### src/rtl/operand_loader.sv
// Two-beat operand loader: captures A then B from a shared bus and presents the pair downstream.
// Optional OPERAND_SWAP_EN adds a swap input that reverses the pair order on the B beat.
module operand_loader #(
    parameter int WIDTH = 4,
    parameter int CNT_W = 8
) (
    input  logic             clk,
    input  logic             rst,
    input  logic             clear,
    input  logic [WIDTH-1:0] in_data,
    input  logic             in_valid,
    output logic             in_ready,
`ifdef OPERAND_SWAP_EN
    input  logic             swap,
`endif
    output logic [WIDTH-1:0] out_a,
    output logic [WIDTH-1:0] out_b,
    output logic             out_valid,
    input  logic             out_ready,
    output logic [CNT_W-1:0] pair_count,
    output logic [1:0]       state_dbg
);

    // Handshakes: a beat moves when in_valid && in_ready, a pair when out_valid && out_ready,
    // both at a rising clk edge; ready never depends on the partner's valid.
    typedef enum logic [1:0] {
        LOAD_A  = 2'b00,
        LOAD_B  = 2'b01,
        PRESENT = 2'b10
    } state_t;

    state_t state, state_next;
    logic   a_load, b_load, pair_fire, swap_b;

`ifdef OPERAND_SWAP_EN
    assign swap_b = swap;
`else
    assign swap_b = 1'b0;
`endif

    assign in_ready  = (state == LOAD_A) || (state == LOAD_B);
    assign out_valid = (state == PRESENT);
    assign pair_fire = out_valid && out_ready;
    assign state_dbg = state;

    always_comb begin
        state_next = state;
        a_load     = 1'b0;
        b_load     = 1'b0;
        case (state)
            LOAD_A: if (in_valid) begin
                a_load     = 1'b1;
                state_next = LOAD_B;
            end
            LOAD_B: if (in_valid) begin
                b_load     = 1'b1;
                state_next = PRESENT;
            end
            PRESENT: if (out_ready) state_next = LOAD_A;
            default: state_next = LOAD_A;
        endcase
        // Abort wins over beat capture; a pair handshake in the same cycle still counts.
        if (clear) begin
            state_next = LOAD_A;
            a_load     = 1'b0;
            b_load     = 1'b0;
        end
    end

    always_ff @(posedge clk) begin
        if (rst) begin
            state      <= LOAD_A;
            out_a      <= '0;
            out_b      <= '0;
            pair_count <= '0;
        end else begin
            state <= state_next;
            if (a_load) out_a <= in_data;
            if (b_load) begin
                if (swap_b) begin
                    out_a <= in_data;
                    out_b <= out_a;
                end else begin
                    out_b <= in_data;
                end
            end
            if (pair_fire) pair_count <= pair_count + 1'b1;
        end
    end

endmodule
### config.mk
export PLATFORM = sky130hd
export DESIGN_NAME = operand_loader
export DESIGN_NICKNAME = d
export VERILOG_FILES = /design/src/rtl/operand_loader.sv
export SDC_FILE = /design/constraint.sdc
export NUM_CORES = 1
export LEC_CHECK = 0
export CORE_ASPECT_RATIO = 2
export CORE_UTILIZATION = 29
export CTS_BUF_LIST = sky130_fd_sc_hd__clkbuf_2
export CTS_CLUSTER_SIZE = 30
export DETAILED_ROUTE_END_ITERATION = 10
export HOLD_SLACK_MARGIN = 0.03
export SYNTH_ARGS = -nofsm -noshare
export SYNTH_HDL_FRONTEND = slang
export SYNTH_SLANG_ARGS = --single-unit
export TNS_END_PERCENT = 10
### constraint.sdc
create_clock -name clk -period 2.1 [get_ports clk]
set_clock_uncertainty 0.2 [all_clocks]
set_input_delay 0.525 -clock clk [delete_from_list [all_inputs] [get_ports clk]]
set_output_delay 0.525 -clock clk [all_outputs]
set_load 0.005 [all_outputs]
-- After elaboration in Yosys (flattened, before gate mapping)
Cells that the tools add are included.
- eq/ne operators: 5
- reduce and logical (&&, ||, !) cells: 5
- muxes and demuxes: 9
- $add $sub $neg: 1
- operators by type and width (operator ; count):
    $add 8x1->8 const B ; 1
    $mux 2 ; 3
    $pmux 2 s3 ; 1
    $mux 1 ; 5
    $ne 2x2->1 const B ; 2
    $reduce_and 3->1 ; 1
    $eq 2x1->1 const B ; 1
    $eq 2x2->1 const B ; 1
    $logic_not 2->1 ; 1
    $ne 2x1->1 const B ; 1
    $reduce_or 2->1 ; 1
    $logic_and 1x1->1 ; 1
    $logic_or 1x1->1 ; 1
- input bits: 9
- output and inout port bits: 20
- register bits: 18
- logic and storage cells: 24

-- Logic depth before layout (Yosys ltp)
Gate-level depths: netlist of the first run.
- word-level depth: 3
- mapped depth: 5
- gate-level depth less buffers: 4

-- Worst setup path after synthesis of the first run
OpenSTA, ideal clock, no wires.
- kind: input port to flip-flop
- from: in out_ready
- to: reg pair_count[6]
- data required time: 1830 ps
- arrival time: 1316 ps
- setup time: 70 ps
- setup slack: 513 ps
- path buffers: 1
- stages on the path: 4
- path through: nand3b_4 buf_6 or4_1 a21oi_1
- word-level cells in the longest chain between the ends: 1
- ends and longest elaborated chain (what ; RTL line ; text):
    start, declared ; 19 ; input logic out_ready,
    $logic_and 1x1->1 ; 43 ; assign pair_fire = out_valid && out_ready;
    end signal, assigned ; 87 ; if (pair_fire) pair_count <= pair_count + 1'b1;
    end, declared ; 20 ; output logic [CNT_W-1:0] pair_count,
Every way passes these cells.
A chain may end at the register's enable or synchronous reset.

-- Final worst setup path of the first run
- from: reg pair_count[4]
- to: out pair_count[4]
No word-level cell between the ends.

==> impl_summary.log, run 1 <==
[metrics] outcome: finished, final reports clean
[metrics] leakage power: 0.420 nW
[metrics] clock-pin slew reported for the worst setup and hold paths after clock tree synthesis: 0.16 ns
[metrics] routed via count: 702
[metrics] Netlist cell types: 26
[metrics] measured slew at the worst slew-check pin: 0.220 ns
[metrics] Synthesized Nets: 87
[metrics] 1st-pass router iterations: 6
[metrics] number of nets in the layout: 120
[metrics] Internal Power: 0.427 mW
[metrics] leading area contributor after synthesis: sky130_fd_sc_hd__dfxtp_1
[metrics] count of port buffers added during placement: 28
[metrics] Initial Util: 30.4%
[metrics] die outline height: 75.0 um
[metrics] share of the clock period used by the worst path: 95.1%
[metrics] antenna violations before repair: 0
[metrics] post-detailed-route count of antenna-violating nets: 0
[metrics] Synth Instances: 77
[metrics] global-route wire length before repair: 2810 um
[metrics] number of global-route vias before repair: 670
[metrics] crit path kind: reg2out
[metrics] instance area at placement: 0.00109 mm^2
[metrics] net load switching power: 0.131 mW
[metrics] share of cells above drive strength 1: 13.9%
[metrics] die outline area: 0.00289 mm^2
[metrics] setup violators final: 0
[metrics] Setup crit start kind: flip-flop
[metrics] fraction of synthesized cell area taken by the top area cell type: 46.7%
[metrics] max-cap violation count: 0
[metrics] CTS max path bufs: 2
[metrics] path type of the worst min-delay path: reg2reg
[metrics] total congestion overflow: 0
[metrics] DRT iter0 DRCs: 13
[metrics] via/cell ratio: 5.16
[metrics] total power per unit cell area: 502 mW/mm^2
[metrics] most frequently used flop master after synthesis: sky130_fd_sc_hd__dfxtp_1
[metrics] clock tree from TritonCTS: yes
[metrics] cell types with the highest counts after synthesis: sky130_fd_sc_hd__dfxtp_1 (18), sky130_fd_sc_hd__nor2_1 (12), sky130_fd_sc_hd__mux2i_1 (9)
[metrics] hold violation total from the final report: 0
[metrics] switching part of the total power: 23.4%
[metrics] Clock Power Share: 25.3%
[metrics] global-route total usage across every layer: 13.5%
[metrics] wire length after detailed routing: 1710 um
[metrics] sequential cell fraction of total power: 63.4%
[metrics] data required time of the critical path: 1.37 ns
[metrics] mean instance size in the synthesized netlist: 10.0 um^2
[metrics] most common cell in the netlist: sky130_fd_sc_hd__dfxtp_1
[metrics] final design instance area without fill: 0.00111 mm^2
[metrics] number of buffers added by the clock tree synthesis step: 3
[metrics] number of enable-type register cells in the synthesized netlist: 0
[metrics] Critical Path End Type: output port
[metrics] largest net degree at the start of global routing: 15
[metrics] time the final worst path needs with I/O delays and setup: 2.00 ns
[metrics] Critical path buffers and inverters: 1
[metrics] DRC violations left: 0
[metrics] clock sink count: 18
[metrics] depth of the CTS H-tree: 1
[metrics] overall power after layout: 0.557 mW
[metrics] Post CTS Setup Buffer Count: 0
[metrics] warning count from the yosys run: 0
[metrics] maximum frequency from static timing analysis: 0.501 GHz
[metrics] placer's final routability congestion estimate: 0.723
[metrics] flops & latches, synth: 18
[metrics] I/O pin cnt: 29
[metrics] Clock Latency Late Sink: 0.29 ns
[metrics] IR Drop Worst-Case VDD: 371 uV
[metrics] unrepaired setup endpoints after global routing: false
[metrics] most area-consuming cells after synthesis: sky130_fd_sc_hd__dfxtp_1 (47%), sky130_fd_sc_hd__mux2i_1 (12%), sky130_fd_sc_hd__nor2_1 (5.8%), sky130_fd_sc_hd__a21oi_1 (3.2%), sky130_fd_sc_hd__buf_6 (2.9%)
[metrics] Slew Limit Fails: 0
[metrics] overall die width: 38.5 um
[metrics] portion of total power attributed to combinational logic: 11.3%
[metrics] Rel. slew slack: 85.3%
[metrics] FP Rows: 26
[metrics] number of antenna repair diodes: 0
[metrics] area added between synthesis and finish: 43.9%
[metrics] gate family responsible for the most delay along the worst path: buffers and inverters
[metrics] post-synthesis sequential area ratio: 46.7%
[metrics] Worst path max stage delay: 0.53 ns
[metrics] Post-Synthesis Cell Area: 772 um^2
[metrics] floorplan core area: 0.00254 mm^2
[metrics] arrival time reported for the critical path endpoint: 1.27 ns
[metrics] clock root cell: sky130_fd_sc_hd__clkbuf_2
[metrics] series of cell instances along the critical path: clkdlybuf4s50_1
[metrics] highest net fanout along the worst path: 6
[metrics] share of synthesized registers carrying an async set or reset: 0%
[metrics] HPWL Detailed: 1330 um
[metrics] Post-Route Hold Slack: 0.294 ns
[metrics] drt wl/cell: 12.5 um
[metrics] Critical Path Slowest Stage Cell: sky130_fd_sc_hd__clkdlybuf4s50_1
power groups by stage:
| stage | clock network, mW | registers [mW] | logic (mW) |
|---|---|---|---|
| after floorplan | 0 | 0.360 | 0.0259 |
| after global placement | 0 | 0.361 | 0.0629 |
| after detailed placement | 0 | 0.361 | 0.0638 |
| after CTS | 0.146 | 0.354 | 0.0640 |
| after global routing | 0.161 | 0.355 | 0.0682 |
| final | 0.141 | 0.354 | 0.0629 |
per-stage QoR:
| stage | utilization (%) | TNS, ns | setup slack (ns) | std cells |
|---|---|---|---|---|
| 2_1_floorplan | - | 0 | 0.513 | 77 |
| 3_3_place_gp | 43.0 | 0 | 0.0175 | 133 |
| 3_5_place_dp | 43.0 | -0.0188 | -0.0140 | 133 |
| 4_1_cts | 43.6 | 0 | 0.0330 | 136 |
| 5_1_grt | 43.8 | 0 | 0.0207 | 136 |
| 6_report | 43.8 | 0 | 0.104 | 136 |
worst min-delay path: stages, from the launching register on:
cell and delay, ns:
sky130_fd_sc_hd__dfxtp_1 0.35, sky130_fd_sc_hd__o31ai_1 0.06, sky130_fd_sc_hd__a21oi_1 0.06
path summary, 6_finish.rpt:
path	slack, ns	endpoint	startpoint	cells past startpoint
setup / recovery	0.10	pair_count[4]	pair_count[4]	1
hold / removal	0.29	pair_count[7]	pair_count[7]	2
setup reg to reg	0.49	pair_count[4]	pair_count[0]	4
hold reg to reg	0.29	pair_count[7]	pair_count[7]	2
metal layers:
layer,vias to the layer above,wire length [um],GRT usage [%]
met1,341,627,13.2
met5,-,0,0
met2,21,978,25.0
met4,0,12,5.75
met3,2,86,3.24
li1,338,-,-
cell usage in the layout (no fill, tap or decap), drive strengths merged:
cell	Yosys	final
o21ai	2	2
nand4	1	1
nor3b	1	1
o31ai	3	3
or4	3	3
xor2	2	2
nand4b	1	1
nand3b	1	1
a31oi	1	1
nand2	2	2
clkbuf	2	3
mux2i	9	9
or3	2	2
dfxtp	18	18
nor3	1	1
a21oi	5	5
dlymetal6s2s	0	1
nor4	1	1
buf	3	5
nor4b	1	1
and4bb	1	1
ha	1	1
nor2	12	12
inv	1	1
clkdlybuf4s50	0	27
nand3	2	2
xnor2	1	1
area by class of cell:
| type | instances | area [um^2] |
|---|---|---|
| multi-input combinational | 53 | 374 |
| fill | 249 | 1430 |
| tap | 28 | 35.0 |
| inverter | 1 | 3.75 |
| timing repair buffer | 33 | 320 |
| sequential | 18 | 363 |
| clock buffer | 3 | 15.0 |
timing repair:
action                                  in CTS  in global routing
pin swaps                                    0                  0
hold buffers                                 0                  0
endpoints found under the setup margin       1                  1
resized for setup                            1                  2
hold endpoints to repair                     0                  0
registers in the layout (all words and copies together) (netlist names):
register,cells
out_b,4
pair_count,8
out_a,4
state_dbg,2
cells by family (layout without fill, tap and decap cells):
group / Yosys count / count (layout) / share of synthesized area, %
buf+inv: 6 / 37 / 4.86
mux: 9 / 9 / 11.7
compound gates: 11 / 11 / 8.27
simple gates: 29 / 29 / 23.5
flops: 18 / 18 / 46.7
fa+ha+maj: 1 / 1 / 1.62
xor+xnor: 3 / 3 / 3.40
No activity file was read; power rests on OpenSTA's default activity.
==> run 2, diff against run 1 <==
CORE_ASPECT_RATIO = not set   (was 2)
CORE_UTILIZATION = 44   (was 29)
PLACE_DENSITY = 0.8   (was not set)
clock period = 1.9 ns   (was 2.1 ns; I/O delays follow)
==> run 2 against run 1 <==
Net effect:
- critical path depth is the same
- critical endpoint is now out_b[1]
- die area fell by 33%
- worst hold slack worse by 0.00099 ns
- setup slack got worse by 0.057 ns
- sequential power is 8.2% higher
- routed wire length is 14% higher
- total power rose by 11%
- cell count fell by 2.9%
- utilization is 32 points higher
- sequential cell count stayed put
- non-clock buffer count grew 7
==> impl_summary.log, run 2 (synthesis results as in run 1) <==
[metrics] post-detailed-route count of antenna-violating nets: 0 (unchanged)
[metrics] 1st-pass router iterations: 6 (unchanged)
[metrics] path type of the worst min-delay path: reg2reg (unchanged)
[metrics] DRC violations left: 0 (unchanged)
[metrics] end-of-flow core utilization: 75.3% (was 43.8%)
[metrics] net load switching power: 0.151 mW (was 0.131 mW)
[metrics] hold violation total from the final report: 0 (unchanged)
[metrics] outcome: finished, final reports clean (unchanged)
[metrics] die outline area: 0.00193 mm^2 (was 0.00289 mm^2)
[metrics] Setup crit start kind: flip-flop (unchanged)
[metrics] Post-Route Hold Slack: 0.293 ns (was 0.294 ns)
[metrics] DRT iter0 DRCs: 16 (was 13)
[metrics] largest registers: pair_count: 8 flops, out_a: 4 flops, out_b: 4 flops (unchanged)
[metrics] HPWL Detailed: 1340 um (was 1330 um)
[metrics] Initial Util: 49.0% (was 30.4%)
[metrics] crit path kind: reg2out (unchanged)
[metrics] portion of total power attributed to combinational logic: 11.8% (was 11.3%)
[metrics] time the final worst path needs with I/O delays and setup: 1.85 ns
[metrics] data required time of the critical path: 1.22 ns (was 1.37 ns)
[metrics] switching part of the total power: 24.3% (was 23.4%)
[metrics] max FFs per register: 8 (unchanged)
[metrics] Internal Power: 0.469 mW (was 0.427 mW)
[metrics] clock-pin slew reported for the worst setup and hold paths after clock tree synthesis: 0.16 ns (about the same)
[metrics] clock root cell: sky130_fd_sc_hd__clkbuf_2 (unchanged)
[metrics] global-route total usage across every layer: 22.6% (was 13.5%)
[metrics] Slew Limit Fails: 0 (unchanged)
[metrics] wire length after detailed routing: 1940 um (was 1710 um)
[metrics] number of global-route vias before repair: 711 (was 670)
[metrics] total power per unit cell area: 521 mW/mm^2 (was 502 mW/mm^2)
[metrics] register ranked first by flip-flop count: pair_count (unchanged)
[metrics] commonest cells after routing, fill and taps aside: sky130_fd_sc_hd__clkdlybuf4s50_1 (17), sky130_fd_sc_hd__nor2_1 (12), sky130_fd_sc_hd__buf_4 (11) (was sky130_fd_sc_hd__clkdlybuf4s50_1 (27), sky130_fd_sc_hd__dfxtp_1 (16), sky130_fd_sc_hd__nor2_1 (12))
[metrics] share of cells above drive strength 1: 28.4% (was 13.9%)
[metrics] leakage power: 0.563 nW (was 0.420 nW)
[metrics] I/O pin cnt: 29 (unchanged)
[metrics] global-route wire length before repair: 3190 um (was 2810 um)
[metrics] via/cell ratio: 5.54 (was 5.16)
[metrics] sequential cell fraction of total power: 61.9% (was 63.4%)
[metrics] share of the clock period used by the worst path: 97.5%
[metrics] count of hold buffers inserted by post-cts repair: 0 (unchanged)
[metrics] antenna violations before repair: 0 (unchanged)
[metrics] setup violators final: 0 (unchanged)
[metrics] drt wl/cell: 14.7 um (was 12.5 um)
[metrics] Post-Place Setup Slack: -0.199 ns (was -0.0140 ns)
[metrics] Critical Path Slowest Stage Cell: sky130_fd_sc_hd__clkdlybuf4s50_1 (unchanged)
[metrics] largest net degree at the start of global routing: 15 (unchanged)
[metrics] CTS max path bufs: 2 (unchanged)
[metrics] highest net fanout along the worst path: 2 (was 6)
[metrics] number of antenna repair diodes: 0 (unchanged)
[metrics] Critical path buffers and inverters: 1 (unchanged)
[metrics] Worst path max stage delay: 0.51 ns (was 0.53 ns)
[metrics] Clock Power Share: 26.3% (was 25.3%)
[metrics] clock tree from TritonCTS: yes (unchanged)
[metrics] total congestion overflow: 0 (unchanged)
[metrics] Critical Path End Type: output port (unchanged)
[metrics] instance area at placement: 0.00109 mm^2 (unchanged)
[metrics] depth of the CTS H-tree: 1 (unchanged)
[metrics] overall die width: 43.9 um (was 38.5 um)
[metrics] arrival time reported for the critical path endpoint: 1.18 ns (was 1.27 ns)
[metrics] commonest non-fill, non-tap cell in the layout: sky130_fd_sc_hd__clkdlybuf4s50_1 (unchanged)
[metrics] FP Rows: 14 (was 26)
[metrics] routed via count: 731 (was 702)
[metrics] floorplan core area: 0.00158 mm^2 (was 0.00254 mm^2)
[metrics] Clock Latency Late Sink: 0.31 ns (was 0.29 ns)
[metrics] placer's final routability congestion estimate: 0.829 (was 0.723)
[metrics] number of buffers added by the clock tree synthesis step: 3 (unchanged)
[metrics] maximum frequency from static timing analysis: 0.540 GHz
[metrics] overall power after layout: 0.619 mW (was 0.557 mW)
[metrics] clock sink count: 18 (unchanged)
[metrics] number of nets in the layout: 127 (was 120)
[metrics] measured slew at the worst slew-check pin: 0.241 ns (was 0.220 ns)
[metrics] Rel. slew slack: 83.8% (was 85.3%)
[metrics] final setup slack of the worst path: 0.0466 ns (was 0.104 ns)
[metrics] series of cell instances along the critical path: clkdlybuf4s50_1 (unchanged)
[metrics] area added between synthesis and finish: 53.8% (was 43.9%)
[metrics] die outline height: 43.9 um (was 75.0 um)
[metrics] max-cap violation count: 0 (unchanged)
[metrics] final design instance area without fill: 0.00119 mm^2 (was 0.00111 mm^2)
[metrics] count of port buffers added during placement: 28 (unchanged)
[metrics] IR Drop Worst-Case VDD: 469 uV (was 371 uV)
[metrics] gate family responsible for the most delay along the worst path: buffers and inverters (unchanged)
[run 2: layout make-up]
class                           count  area [um^2]
Clock inverter                      1         3.75
Inverter                            1         3.75
Sequential cell                    18          392
Timing Repair Buffer               40          379
Multi-Input combinational cell     53          374
Tap cell                           16         20.0
Clock buffer                        3         15.0
Fill cell                         131          389
[run 2: worst paths after layout]
path | startpoint | end | slack [ns] | cells after the start
setup / recovery | out_b[1] | out_b[1] | 0.05 | 1
hold / removal | pair_count[7] | pair_count[7] | 0.29 | 2
setup reg to reg | pair_count[0] | pair_count[4] | 0.26 | 5
hold reg to reg | pair_count[7] | pair_count[7] | 0.29 | 2
[run 2: power by group through the flow]
stage | clock (mW) | combinational, mW | sequential [mW]
finish | 0.163 | 0.0733 | 0.383
global route | 0.188 | 0.0792 | 0.385
CTS | 0.171 | 0.0726 | 0.389
detailed placement | 0 | 0.0734 | 0.399
global placement | 0 | 0.0715 | 0.398
floorplan | 0 | 0.0286 | 0.398
[run 2: per-stage QoR]
stage | instances | TNS (ns)
CTS | 127 | -0.0271
floorplan | 77 | 0
finish | 132 | 0
global placement | 123 | -0.622
detailed placement | 123 | -0.970
global route | 132 | -0.000316
[run 2: tightest hold or removal path, delay by kind of cell, from the launching register on]
kind	cells	cell delay, ns
compound gates	2	0.12
flops	1	0.35
[run 2: metal layers]
metal  part of all wire [%]  vias to the layer above  global-route usage [%]
met4                    3.4                        0                    13.9
met2                     51                       28                    34.6
met3                    4.4                        9                    2.92
li1                       -                      355                       -
met5                      0                        -                       0
met1                     41                      339                    30.1
[run 2: timing repair]
| action | CTS | global route |
|---|---|---|
| setup buffers | 0 | 5 |
| resized for setup | 18 | 13 |
| endpoints found under the setup margin | 11 | 9 |
==> RTL edit (flow settings as in run 1) <==
Set the parameter `CNT_W` to 10 (it was 8).
--- a/src/rtl/operand_loader.sv
+++ b/src/rtl/operand_loader.sv
@@ -3,5 +3,5 @@
 module operand_loader #(
     parameter int WIDTH = 4,
-    parameter int CNT_W = 8
+    parameter int CNT_W = 10
 ) (
     input  logic             clk,
Interface: changed (resized pair_count); port bits go from 29 to 31. No check against the original RTL was run, so the function may have changed too.
==> RTL edit against run 1 <==
Final area is 17% higher. Worst setup slack worse by 36 ps. Synthesized area is 16% higher. Sequential cell count is 2 higher. Critical path type unchanged. Critical path depth is 1 higher. Wire length is 20% higher. Total power is 9.7% higher.
==> RTL edit: results (changes against run 1) <==
GRT Overall Usage=0.147 (+0.0129); syn_nets=103 (+18%); gp weighted congestion=0.704 (-2.6%); Clock Latency Late Sink=300 ps; Synth async-reset ratio=0 (unchanged); antenna violations before repair=0 (unchanged); Inserted Clock Buffers=3 (unchanged); fillers=306 (+23%); Placed Area=0.00128 sq mm (+17%); Post-Route WL=2050 um (+20%); H-Tree Depth=1 (unchanged); status=completed; ys flop type=dfxtp_1; dpl hpwl=1600 um (+20%); worst min-delay path class=reg -> reg; drt pass-1 iters=3 (-3); initial DRC count=27 (+14); DP Worst Slack=-119 ps (-105 ps); first-pass GRT wire length=3480 um (+24%); CTS root buf=clkbuf_2; crit-path max FO=8 (+2); P_sw=143 uW (+9.5%); dominant cells by area after synthesis=dfxtp_1 (45%), mux2i_1 (10%), nor2_1 (5.9%); Post-Syn Instances=93 (+21%); crit path max-delay cell type=clkdlybuf4s50_1; Worst-path clk slew=180 ps (+20 ps); Lkg Pwr=0.000493 uW (+17%); nets=143 (+19%); Largest regs=pair_count (10), out_a (4), out_b (4); Finished Layout Cells=161 (+18%); Slew HR=0.815 (-0.0375); via count=807 (+15%); Ant. Diodes=0 (unchanged); largest stage delay on the critical path=500 ps (-30 ps); largest net degree at the start of global routing=18 (+3); Yosys cell types=30 (+15%); layout cells sized above 1=0.160 (+0.0214); Top reg by flops=pair_count; worst path arrival time=1310 ps (+40 ps); Ys Warns=0 (unchanged); register area share after synthesis=0.448 (-0.0192); vias in the first global route=864 (+29%); port bufs=30 (+7.1%); Post-CTS Setup Inserts=0 (unchanged); largest vdd supply drop=359 uV (-3.2%); worst-case clock buffer depth=2 (unchanged); top cells by count, synth=dfxtp_1 (20), nor2_1 (14), mux2i_1 (9), a21oi_1 (5)
## RTL edit: changes by cell type after synthesis, sizes merged, moves of 2 or more
cell	run 1	this run
mux2	0	2
nand3	2	4
nor2b	0	2
o31ai	3	1
nor4	1	3
o21ai	2	4
nor2	12	14
dfxtp	18	20
## RTL edit: through the flow
stage | utilization | power (uW) | hold slack [ps]
after floorplan | - | 428 | 281
after global placement | 0.434 | 469 | 277
after detailed placement | 0.434 | 470 | 285
after CTS | 0.439 | 618 | 321
after global routing | 0.443 | 636 | 362
final | 0.443 | 612 | 321
## RTL edit: routing by layer
layer	global-route usage	wire length, um
met1	0.149	791
met2	0.269	1160
met3	0.0166	70
met4	0.0677	23
met5	0	0
## RTL edit: cells by family (layout without fill, tap and decap cells)
| family | after synthesis | count (layout) | share of synthesized area |
|---|---|---|---|
| simple gates | 40 | 40 | 0.274 |
| flops | 20 | 20 | 0.448 |
| compound gates | 11 | 11 | 0.0657 |
| mux | 11 | 11 | 0.126 |
| buf+inv | 7 | 45 | 0.0433 |
| xor+xnor | 3 | 3 | 0.0294 |
| fa+ha+maj | 1 | 1 | 0.0140 |
## RTL edit: path summary, 6_finish.rpt
path | startpoint | endpoint | slack, ps | cells past startpoint
max | state_dbg[1] | state_dbg[1] | 70 | 2
min | pair_count[7] | pair_count[7] | 320 | 2
max reg2reg | state_dbg[0] | pair_count[9] | 430 | 4
min reg2reg | pair_count[7] | pair_count[7] | 320 | 2
## RTL edit: power by group through the flow
stage | Sequential (uW) | Clock, uW | Combinational [uW]
final | 390 | 150 | 71.7
after global routing | 391 | 167 | 78.0
after floorplan | 398 | 0 | 29.3
after global placement | 398 | 0 | 71.0
after detailed placement | 398 | 0 | 71.8
after CTS | 390 | 156 | 72.3
## RTL edit: layout make-up
cell class	instances	area share
tap	30	0.0288
multi-input combinational	66	0.350
inverter	2	0.00576
timing repair buffer	40	0.293
clock buffer	3	0.0115
sequential	20	0.311
## RTL edit: critical path, delay by kind of cell, from the launching register on
| family | cells | cell delay, ps |
|---|---|---|
| buffers and inverters | 2 | 630 |
| flip-flops | 1 | 370 |
## RTL edit: timing repair
item	CTS	global route
setup endpoints to repair	1	5
hold buffers	0	0
resized for setup	1	5
endpoints found under the hold margin	0	0
